<file path="src/rtl/rnn_step_sequencer_if.sv">
// Frame, datapath and result bundle for rnn_step_sequencer.
// The master side feeds frames, returns dp_y and consumes the result; the slave side is the sequencer.
interface rnn_step_sequencer_if #(
    parameter int WIDTH       = 17,
    parameter int INPUT_SIZE  = 4,
    parameter int HIDDEN_SIZE = 8
);
    logic                                         in_valid;
    logic                                         in_ready;
    logic [INPUT_SIZE-1:0][WIDTH-1:0]             in_data;
    logic [INPUT_SIZE+HIDDEN_SIZE-1:0][WIDTH-1:0] dp_x;
    logic [HIDDEN_SIZE-1:0][WIDTH-1:0]            dp_y;
    logic                                         out_valid;
    logic                                         out_ready;
    logic [HIDDEN_SIZE-1:0][WIDTH-1:0]            out_data;

    modport master (
        output in_valid, in_data, dp_y, out_ready,
        input  in_ready, dp_x, out_valid, out_data
    );

    modport slave (
        input  in_valid, in_data, dp_y, out_ready,
        output in_ready, dp_x, out_valid, out_data
    );
endinterface

</file>
<file path="src/rtl/rnn_step_sequencer.sv">
// Steps a fixed-latency recurrent datapath over SEQ_LEN frames, feeding back the hidden state,
// and presents the final hidden state over valid/ready.
module rnn_step_sequencer #(
    parameter int WIDTH       = 17,
    parameter int INPUT_SIZE  = 4,
    parameter int HIDDEN_SIZE = 8,
    parameter int SEQ_LEN     = 16,
    parameter int DP_LATENCY  = 6,
    localparam int STEP_W     = (SEQ_LEN > 1) ? $clog2(SEQ_LEN) : 1,
    localparam int WAIT_W     = $clog2(DP_LATENCY + 1)
) (
    input  logic              clk,
    input  logic              reset,
    input  logic              abort,
    rnn_step_sequencer_if.slave bus,
    output logic [STEP_W-1:0] step_idx,
    output logic              busy
);

    typedef enum logic [1:0] {
        S_IDLE,
        S_WAIT,
        S_DONE
    } state_t;

    localparam logic [STEP_W-1:0] STEP_LAST = STEP_W'(SEQ_LEN - 1);
    localparam logic [WAIT_W-1:0] WAIT_INIT = WAIT_W'(DP_LATENCY);

    state_t                            state_q, state_d;
    logic [INPUT_SIZE-1:0][WIDTH-1:0]  x_q, x_d;
    logic [HIDDEN_SIZE-1:0][WIDTH-1:0] h_q, h_d;
    logic [STEP_W-1:0]                 step_q, step_d;
    logic [WAIT_W-1:0]                 wait_q, wait_d;
    logic                              in_ready_c;
    logic                              out_valid_c;

    always_ff @(posedge clk or posedge reset) begin
        if (reset) begin
            state_q <= S_IDLE;
            x_q     <= '0;
            h_q     <= '0;
            step_q  <= '0;
            wait_q  <= '0;
        end else begin
            state_q <= state_d;
            x_q     <= x_d;
            h_q     <= h_d;
            step_q  <= step_d;
            wait_q  <= wait_d;
        end
    end

    always_comb begin
        state_d     = state_q;
        x_d         = x_q;
        h_d         = h_q;
        step_d      = step_q;
        wait_d      = wait_q;
        in_ready_c  = 1'b0;
        out_valid_c = 1'b0;

        case (state_q)
            S_IDLE: begin
                in_ready_c = !abort;
                if (bus.in_valid && !abort) begin
                    x_d     = bus.in_data;
                    wait_d  = WAIT_INIT;
                    state_d = S_WAIT;
                end
            end
            S_WAIT: begin
                if (wait_q != '0) begin
                    wait_d = wait_q - WAIT_W'(1);
                end else begin
                    h_d = bus.dp_y;
                    if (step_q == STEP_LAST) begin
                        state_d = S_DONE;
                    end else begin
                        step_d  = step_q + STEP_W'(1);
                        state_d = S_IDLE;
                    end
                end
            end
            S_DONE: begin
                out_valid_c = 1'b1;
                if (bus.out_ready) begin
                    h_d     = '0;
                    step_d  = '0;
                    state_d = S_IDLE;
                end
            end
            default: state_d = S_IDLE;
        endcase

        // Abort overrides whatever the state decode chose, dropping any pending datapath result.
        if (abort) begin
            state_d = S_IDLE;
            h_d     = '0;
            step_d  = '0;
            wait_d  = '0;
        end
    end

    assign bus.in_ready  = in_ready_c;
    assign bus.out_valid = out_valid_c;
    assign bus.dp_x      = {h_q, x_q};
    assign bus.out_data  = h_q;
    assign step_idx      = step_q;
    assign busy          = (state_q != S_IDLE);

endmodule

</file>
<file path="src/flat_wrapper.sv">
// flat-port wrapper written by rule: the top's interface ports become plain ports
module rnn_step_sequencer_flat 
#(
    parameter int WIDTH       = 17,
    parameter int INPUT_SIZE  = 4,
    parameter int HIDDEN_SIZE = 8,
    parameter int SEQ_LEN     = 16,
    parameter int DP_LATENCY  = 6,
    localparam int STEP_W     = (SEQ_LEN > 1) ? $clog2(SEQ_LEN) : 1,
    localparam int WAIT_W     = $clog2(DP_LATENCY + 1)
)
  (clk, reset, abort, step_idx, busy, bus_in_valid, bus_in_data, bus_dp_y, bus_out_ready, bus_in_ready, bus_dp_x, bus_out_valid, bus_out_data);
  rnn_step_sequencer_if #(.WIDTH(WIDTH), .INPUT_SIZE(INPUT_SIZE), .HIDDEN_SIZE(HIDDEN_SIZE)) bus_i ();
  input  logic clk;
  input  logic reset;
  input  logic abort;
  output logic [STEP_W-1:0] step_idx;
  output logic busy;
  input wire logic [$bits(bus_i.in_valid)-1:0] bus_in_valid;
  input wire logic [$bits(bus_i.in_data)-1:0] bus_in_data;
  input wire logic [$bits(bus_i.dp_y)-1:0] bus_dp_y;
  input wire logic [$bits(bus_i.out_ready)-1:0] bus_out_ready;
  output wire logic [$bits(bus_i.in_ready)-1:0] bus_in_ready;
  output wire logic [$bits(bus_i.dp_x)-1:0] bus_dp_x;
  output wire logic [$bits(bus_i.out_valid)-1:0] bus_out_valid;
  output wire logic [$bits(bus_i.out_data)-1:0] bus_out_data;
  assign bus_i.in_valid = bus_in_valid;
  assign bus_i.in_data = bus_in_data;
  assign bus_i.dp_y = bus_dp_y;
  assign bus_i.out_ready = bus_out_ready;
  assign bus_in_ready = bus_i.in_ready;
  assign bus_dp_x = bus_i.dp_x;
  assign bus_out_valid = bus_i.out_valid;
  assign bus_out_data = bus_i.out_data;
  rnn_step_sequencer #(.WIDTH(WIDTH), .INPUT_SIZE(INPUT_SIZE), .HIDDEN_SIZE(HIDDEN_SIZE), .SEQ_LEN(SEQ_LEN), .DP_LATENCY(DP_LATENCY)) u_core (.clk(clk), .reset(reset), .abort(abort), .bus(bus_i), .step_idx(step_idx), .busy(busy));
endmodule
</file>
<file path="config.mk">
export PLATFORM = sky130hd
export DESIGN_NAME = rnn_step_sequencer_flat
export DESIGN_NICKNAME = d
export VERILOG_FILES = /design/src/rtl/rnn_step_sequencer_if.sv /design/src/rtl/rnn_step_sequencer.sv /design/src/flat_wrapper.sv
export SDC_FILE = /design/constraint.sdc
export NUM_CORES = 1
export LEC_CHECK = 0
export BUFFER_PORTS_ARGS = -buffer_cell sky130_fd_sc_hd__buf_2
export CAP_MARGIN = 25
export CORE_AREA = 2 2 214 216
export CTS_CLUSTER_DIAMETER = 50
export DETAILED_ROUTE_END_ITERATION = 8
export DIE_AREA = 0 0 216 218
export MAX_ROUTING_LAYER = met4
export PLACE_DENSITY_LB_ADDON = 0.15
export REMOVE_ABC_BUFFERS = 1
export SETUP_SLACK_MARGIN = 0.3
export SLEW_MARGIN = 20
export SYNTH_ARGS = -nofsm -noshare
export SYNTH_HDL_FRONTEND = slang
export SYNTH_SLANG_ARGS = --single-unit
</file>
<file path="constraint.sdc">
create_clock -name clk -period 9.48 [get_ports clk]
set_input_delay 2.37 -clock clk [delete_from_list [all_inputs] [get_ports clk]]
set_output_delay 2.37 -clock clk [all_outputs]
set_load 0.02 [all_outputs]
</file>
==> flow_summary.toml, run 1 <==
[run_status]
outcome = "complete, no violations"

[yosys]
synth_warnings = 0
postSynthRegisterBits = 213
synth_cell_types = 37
synth_sequential_area_ratio_pct = 55.6
post_syn_instances = 931
post_synth.cell_area_avg_sq_um = 10.3
post_synth_instance_area_sq_um = 9580

[timing]
rsz_0062_raised_after_global_routing = "no"
hold_slack_ns = 0.483
timing.final.crit_period_ns = 5.34
worst-slew-pin-transition_ns = 0.988
finalSetupTns_ns = 0
setup_slack_ns = 4.14
setup_viol_count_final = 0
finalClockSkew_ns = 0.0120
report.final.slew_viol_count = 0
slew_headroom_pct = 34.1
final_hold_viol_count = 0
max_freq_mhz = 187
fin_crit_sh_pct = 56.3

[flow_run]
max_cap_violations = 0

[power_and_ir_drop]
pwr-share-clk_pct = 39.1
logic_pwr_share_pct = 23.4
power.switching_fraction_pct = 32.1
pwr_density_cell_nw_per_um2 = 232
p_leak_uw = 0.00730
netSwitchingPower_uw = 965
power_frac_seq_pct = 37.5
power.ir.vdd_worst_uv = 128
power.internal_uw = 2040

[global_route]
grt_start_max_net_pins = 122
overflow = 0
via_count_of_the_first_global_routing_pass = 7575
wire_length_of_the_first_global_routing_pass_mm = 47.2
grt_antenna_before_repair = 3
grtUsageTotal_pct = 13.3

[placed_design]
globalplace.congestion = 0.753
dpl.hpwl_mm = 23.0
dp_slack_ns = 4.12
placedInstanceArea_sq_um = 11800
io_buffer_count = 555

[worst_setup_path]
slowest_delay_ns = 0.33
timing.critical_path.from_type = "input port"
slowest_stage = "buf_2"
end_kind = "primary output"
worstPathArrival_ns = 2.97
worst_ep_required_time_ns = 7.11
crit_path_cell_trace = "buf_2, nor2_2, buf_2"
crit_path_max_fanout = 14
critPathKind = "in2out"
cp_dominant_cell_by_count = "buf_2"

[clock_tree]
clk_pin_slew_ns = 0.05
number_of_buffers_inserted_during_clock_tree_synthesis = 30
post_cts.repair.setup_buffers = 0
cts.root.buffer_cell = "clkbuf_16"
clock_tree_from_tritoncts = "done"
holdBufCountCts = 0
maximum_number_of_buffers_from_clock_root_to_sink = 3
ctsHtreeMaxLevel = 1
post_cts_resize_count = 0
worstSkewPairLatency_ns = 0.56
clk_sinks = 213

[layout]
nets = 1548
post_route_cells_drive_above_1_share_pct = 50.8
area_added_between_synthesis_and_finish_pct = 34.8
filler_cell_count = 4770
utilization_pct = 28.8
ff_latch_area_sq_um = 5330
stdcell_area_sq_um = 12900
multi_input_area_sq_um = 2890

[die]
core_sq_um = 44900
die_width_um = 216
design.portCount = 556
initial_utilization_pct = 21.3
die_h_um = 218
fp-row-count = 78
die_area_sq_um = 47100

[route]
vias = 7770
avgViaCountPerCell = 3.97
post-route-drc-count = 0
wl_per_cell_um = 16.4
drtIter0Drc = 297
postRouteAntennaNets = 0
firstDrtPassIters = 4
total_wire_length_mm = 32.2

[hold_path]
timing.hold.worst.class = "reg2reg"
cell families (layout without fill, tap and decap cells):
kind of cell	Yosys count	in the layout	share of synthesized area, %
XOR/XNOR	1	1	0.0914
adder cells (fa/ha/maj)	3	3	0.392
other	0	3	0
multiplexers	69	69	8.88
flip-flops	213	213	55.6
AND/OR/NAND/NOR	434	434	19.3
AO/OA/AOI/OAI	15	15	1.20
buffers and inverters	196	621	14.5
cell usage after synthesis (all sizes together):
cell type	count	share of area [%]
or2	2	0.16
nand4bb	1	0.12
a21oi	2	0.10
xnor2	1	0.091
a31o	1	0.091
nor2	9	0.38
o32a	1	0.10
a211o	1	0.091
nand3	138	7.2
mux2	68	8.8
and4bb	1	0.13
nor2b	3	0.20
mux2i	1	0.10
buf	188	14
clkbuf	3	0.12
inv	5	0.20
nand2	274	11
a211oi	2	0.16
o211a	1	0.10
ha	3	0.39
o21ai	2	0.10
a311oi	2	0.18
a21o	1	0.078
nor4	1	0.065
a22o	1	0.091
dfrtp	213	56
and2	1	0.091
nand2b	1	0.065
nor3	3	0.16
a221oi	1	0.091
final cells by class:
type	count	area share [%]
flip-flops and latches	213	41.3
multi-input cells	522	22.4
repair buffers	564	22.2
clock buffers	39	6.47
well taps	600	5.81
clock inverters	13	1.62
inverters	5	0.203
diodes	3	0.0581
final timing paths:
path	depth (start not counted)	slack, ns	end	from
hold / removal	2	0.48	u_core.bus.dp_x[128]	u_core.bus.dp_x[128]
setup / recovery	3	4.14	bus_in_ready	abort
setup reg to reg	5	6.35	u_core.bus.dp_x[73]	u_core.state_q[1]
max in group asynchronous	3	6.16	u_core.wait_q[1]	reset
hold reg to reg	2	0.48	u_core.bus.dp_x[128]	u_core.bus.dp_x[128]
min in group asynchronous	2	2.02	u_core.bus.dp_x[65]	reset
power groups by stage:
| stage | clock (uW) | sequential (uW) | combinational, uW |
|---|---|---|---|
| after floorplan | 0 | 1350 | 189 |
| after global placement | 0 | 1140 | 718 |
| after detailed placement | 0 | 1140 | 717 |
| after CTS | 1220 | 1130 | 717 |
| after global routing | 1260 | 1140 | 760 |
| final | 1170 | 1120 | 704 |
state kept, by name, indices dropped and copies added, names as in the netlist:
register and count:
u_core.bus.dp_x 204, u_core.step_idx 4, u_core.wait_q 3, u_core.state_q 2
per-stage QoR:
step / total power (uW) / cells
after floorplan: 1540 / 740
after global placement: 1860 / 1902
after detailed placement: 1860 / 1903
after CTS: 3060 / 1955
after global routing: 3160 / 1959
final: 3000 / 1959
per-layer routing:
metal,wire length [um],share of wire [%],global-route usage (%)
met4,559,1.7,3.20
met2,15500,48,21.9
met1,13100,41,15.9
met3,2970,9.2,3.85
met5,0,0,-
cells in the final DEF, fill, tap and decap left out, types with 2 or more instances in the layout:
cell and instances:
buf_2 555, nand2_1 274, dfrtp_1 213, nand3_1 138
mux2_2 48, clkbuf_16 31, mux2_4 20, nor2_1 7
buf_4 7, clkbuf_1 5, bufinv_16 5, clkinv_4 5
inv_1 4, diode_2 3, nor2b_1 3, nor3_1 3
ha_1 3, clkbuf_8 3, clkinv_2 3, a311oi_1 2
o21ai_0 2, a21oi_1 2
critical path: cells and delay by family:
family        cells  cell delay (ns)
buf+inv           2             0.50
simple gates      1             0.09
No activity file was read; power rests on OpenSTA's default activity.
==> run 2, diff against run 1 <==
==> constraint.sdc (replaced) <==
create_clock -name clk -period 5.55 [get_ports clk]
set_input_delay 1.3875 -clock clk [delete_from_list [all_inputs] [get_ports clk]]
set_output_delay 1.3875 -clock clk [all_outputs]
set_load 0.02 [all_outputs]
==> run 2 against run 1 <==
Against the previous run: via count up 0.89%; critical path type is now reg2out; final area up 1.0%; clock power up 81%; combinational power up 72%; routed wire length about the same; clock skew up 0.0033 ns; register-to-register slack worse by 3.6 ns; flip-flop and latch count unchanged; first-iteration DRC count up 21%; largest cell class unchanged.
==> flow_summary.toml, run 2 (synthesis results as in run 1) <==
[timing]
final_hold_viol_count = 0
slew_headroom_pct = 33.3
hold_slack_ns = 0.480
report.final.slew_viol_count = 0
setup_viol_count_final = 0
timing.final.crit_period_ns = 3.38
rsz_0062_raised_after_global_routing = "no"
setup_slack_ns = 2.17
fin_crit_sh_pct = 60.9
finalSetupTns_ns = 0
max_freq_mhz = 296
finalClockSkew_ns = 0.0153
worst-slew-pin-transition_ns = 1.00

[layout]
post_route_cells_drive_above_1_share_pct = 51.2
flip_flop_count_of_the_largest_register_all_copies_and_words_added = 204
area_added_between_synthesis_and_finish_pct = 36.2
filler_cell_count = 4802
multi_input_area_sq_um = 2890
leading_cell_types_in_the_layout_fill_and_taps_excluded = "buf_2 (555), nand2_1 (274), dfrtp_1 (213)"
leading_cell_type_in_the_layout_fill_and_taps_excluded = "buf_2"
nets = 1554
stdcell_area_sq_um = 13000
ff_latch_area_sq_um = 5330

[die]
initial_utilization_pct = 21.3
core_sq_um = 44900
die_width_um = 216
design.portCount = 556
fp-row-count = 78
die_area_sq_um = 47100
die_h_um = 218

[worst_setup_path]
ff2ff_setup_slack_ns = 2.72
slowest_delay_ns = 0.71
critical-path-top-delay-family = "simple AND/OR/NAND/NOR gates"
end_kind = "primary output"
crit_buf_inv = 1
crit_path_cell_trace = "nor2b_1, buf_2"
worstPathArrival_ns = 1.99
critPathKind = "reg2out"
crit_path_max_fanout = 9
worst_ep_required_time_ns = 4.16
slowest_stage = "nor2b_1"
timing.critical_path.from_type = "flip-flop"

[route]
wl_per_cell_um = 16.3
postRouteAntennaNets = 0
vias = 7839
total_wire_length_mm = 32.2
drtIter0Drc = 358
post-route-drc-count = 0
firstDrtPassIters = 6
avgViaCountPerCell = 3.97

[global_route]
grt_antenna_before_repair = 7
globalRouteMet2Util_pct = 22.2
wire_length_of_the_first_global_routing_pass_mm = 47.4
overflow = 0
grtUsageTotal_pct = 13.5
gr-max-usage-layer = "met2"
grt_start_max_net_pins = 104
via_count_of_the_first_global_routing_pass = 7771
grt_use_met1_pct = 15.6
groute.layer.met3.usage_pct = 4.52

[clock_tree]
post_cts.repair.setup_buffers = 0
clk_pin_slew_ns = 0.05
maximum_number_of_buffers_from_clock_root_to_sink = 3
clock_tree_from_tritoncts = "done"
worstSkewPairLatency_ns = 0.53
ctsHtreeMaxLevel = 2
cts.root.buffer_cell = "clkbuf_16"
holdBufCountCts = 0
post_cts_resize_count = 0
clk_sinks = 213
number_of_buffers_inserted_during_clock_tree_synthesis = 36

[power_and_ir_drop]
p_leak_uw = 0.00735
power.ir.vdd_worst_uv = 178
pwr_density_cell_nw_per_um2 = 402

[placed_design]
dp_slack_ns = 2.17
io_buffer_count = 555
placedInstanceArea_sq_um = 11900
dpl.hpwl_mm = 23.0
globalplace.congestion = 0.760

[run_status]
outcome = "complete, no violations"

[hold_path]
timing.hold.worst.class = "reg2reg"

[flow_run]
max_cap_violations = 0
==> run 2: changes by cell type in the layout (fill, tap and decap cells not counted), moves of 3 or more <==
cell and change:
clkbuf_16 +6, inv_6 +6, diode_2 +5, bufinv_16 -4, clkinv_2 +3
==> run 2: layout make-up <==
class | count | area share, %
Clock buffer | 45 | 7.56
Clock inverter | 18 | 1.18
Timing Repair Buffer | 564 | 22.2
Sequential cell | 213 | 40.9
Antenna cell | 8 | 0.153
Multi-Input combinational cell | 522 | 22.2
Tap cell | 600 | 5.75
Inverter | 5 | 0.201
==> run 2: through the flow <==
step | power, uW | cells | util, %
after detailed placement | 3180 | 1903 | 26.4
final | 5250 | 1975 | 29.1
after floorplan | 2640 | 740 | -
after global placement | 3170 | 1903 | 26.4
after CTS | 5360 | 1966 | 29.0
after global routing | 5520 | 1974 | 29.1
==> run 2: path summary, 6_finish.rpt <==
kind / startpoint / endpoint / depth (start not counted)
max in group asynchronous: reset / u_core.bus.dp_x[166] / 3
min in group asynchronous: reset / u_core.bus.dp_x[38] / 2
setup / recovery: u_core.state_q[1] / bus_out_valid / 2
hold reg to reg: u_core.bus.dp_x[170] / u_core.bus.dp_x[170] / 2
setup reg to reg: u_core.state_q[1] / u_core.step_idx[2] / 5
hold / removal: u_core.bus.dp_x[170] / u_core.bus.dp_x[170] / 2
==> run 2: tightest hold or removal path, cell delays in order (launching register included) <==
cell	delay, ns
dfrtp_1	0.35
nand2_1	0.05
nand2_1	0.05
==> run 2: power by group <==
part | switching, uW | internal [uW] | total (uW)
logic | 775 | 431 | 1210
registers | 157 | 1770 | 1920
clock network | 802 | 1320 | 2120
==> run 2: layer usage <==
metal | up-vias | part of all wire, %
met5 | - | 0
met4 | 0 | 2.0
met3 | 47 | 8.9
met2 | 379 | 48
met1 | 3680 | 41
li1 | 3733 | -
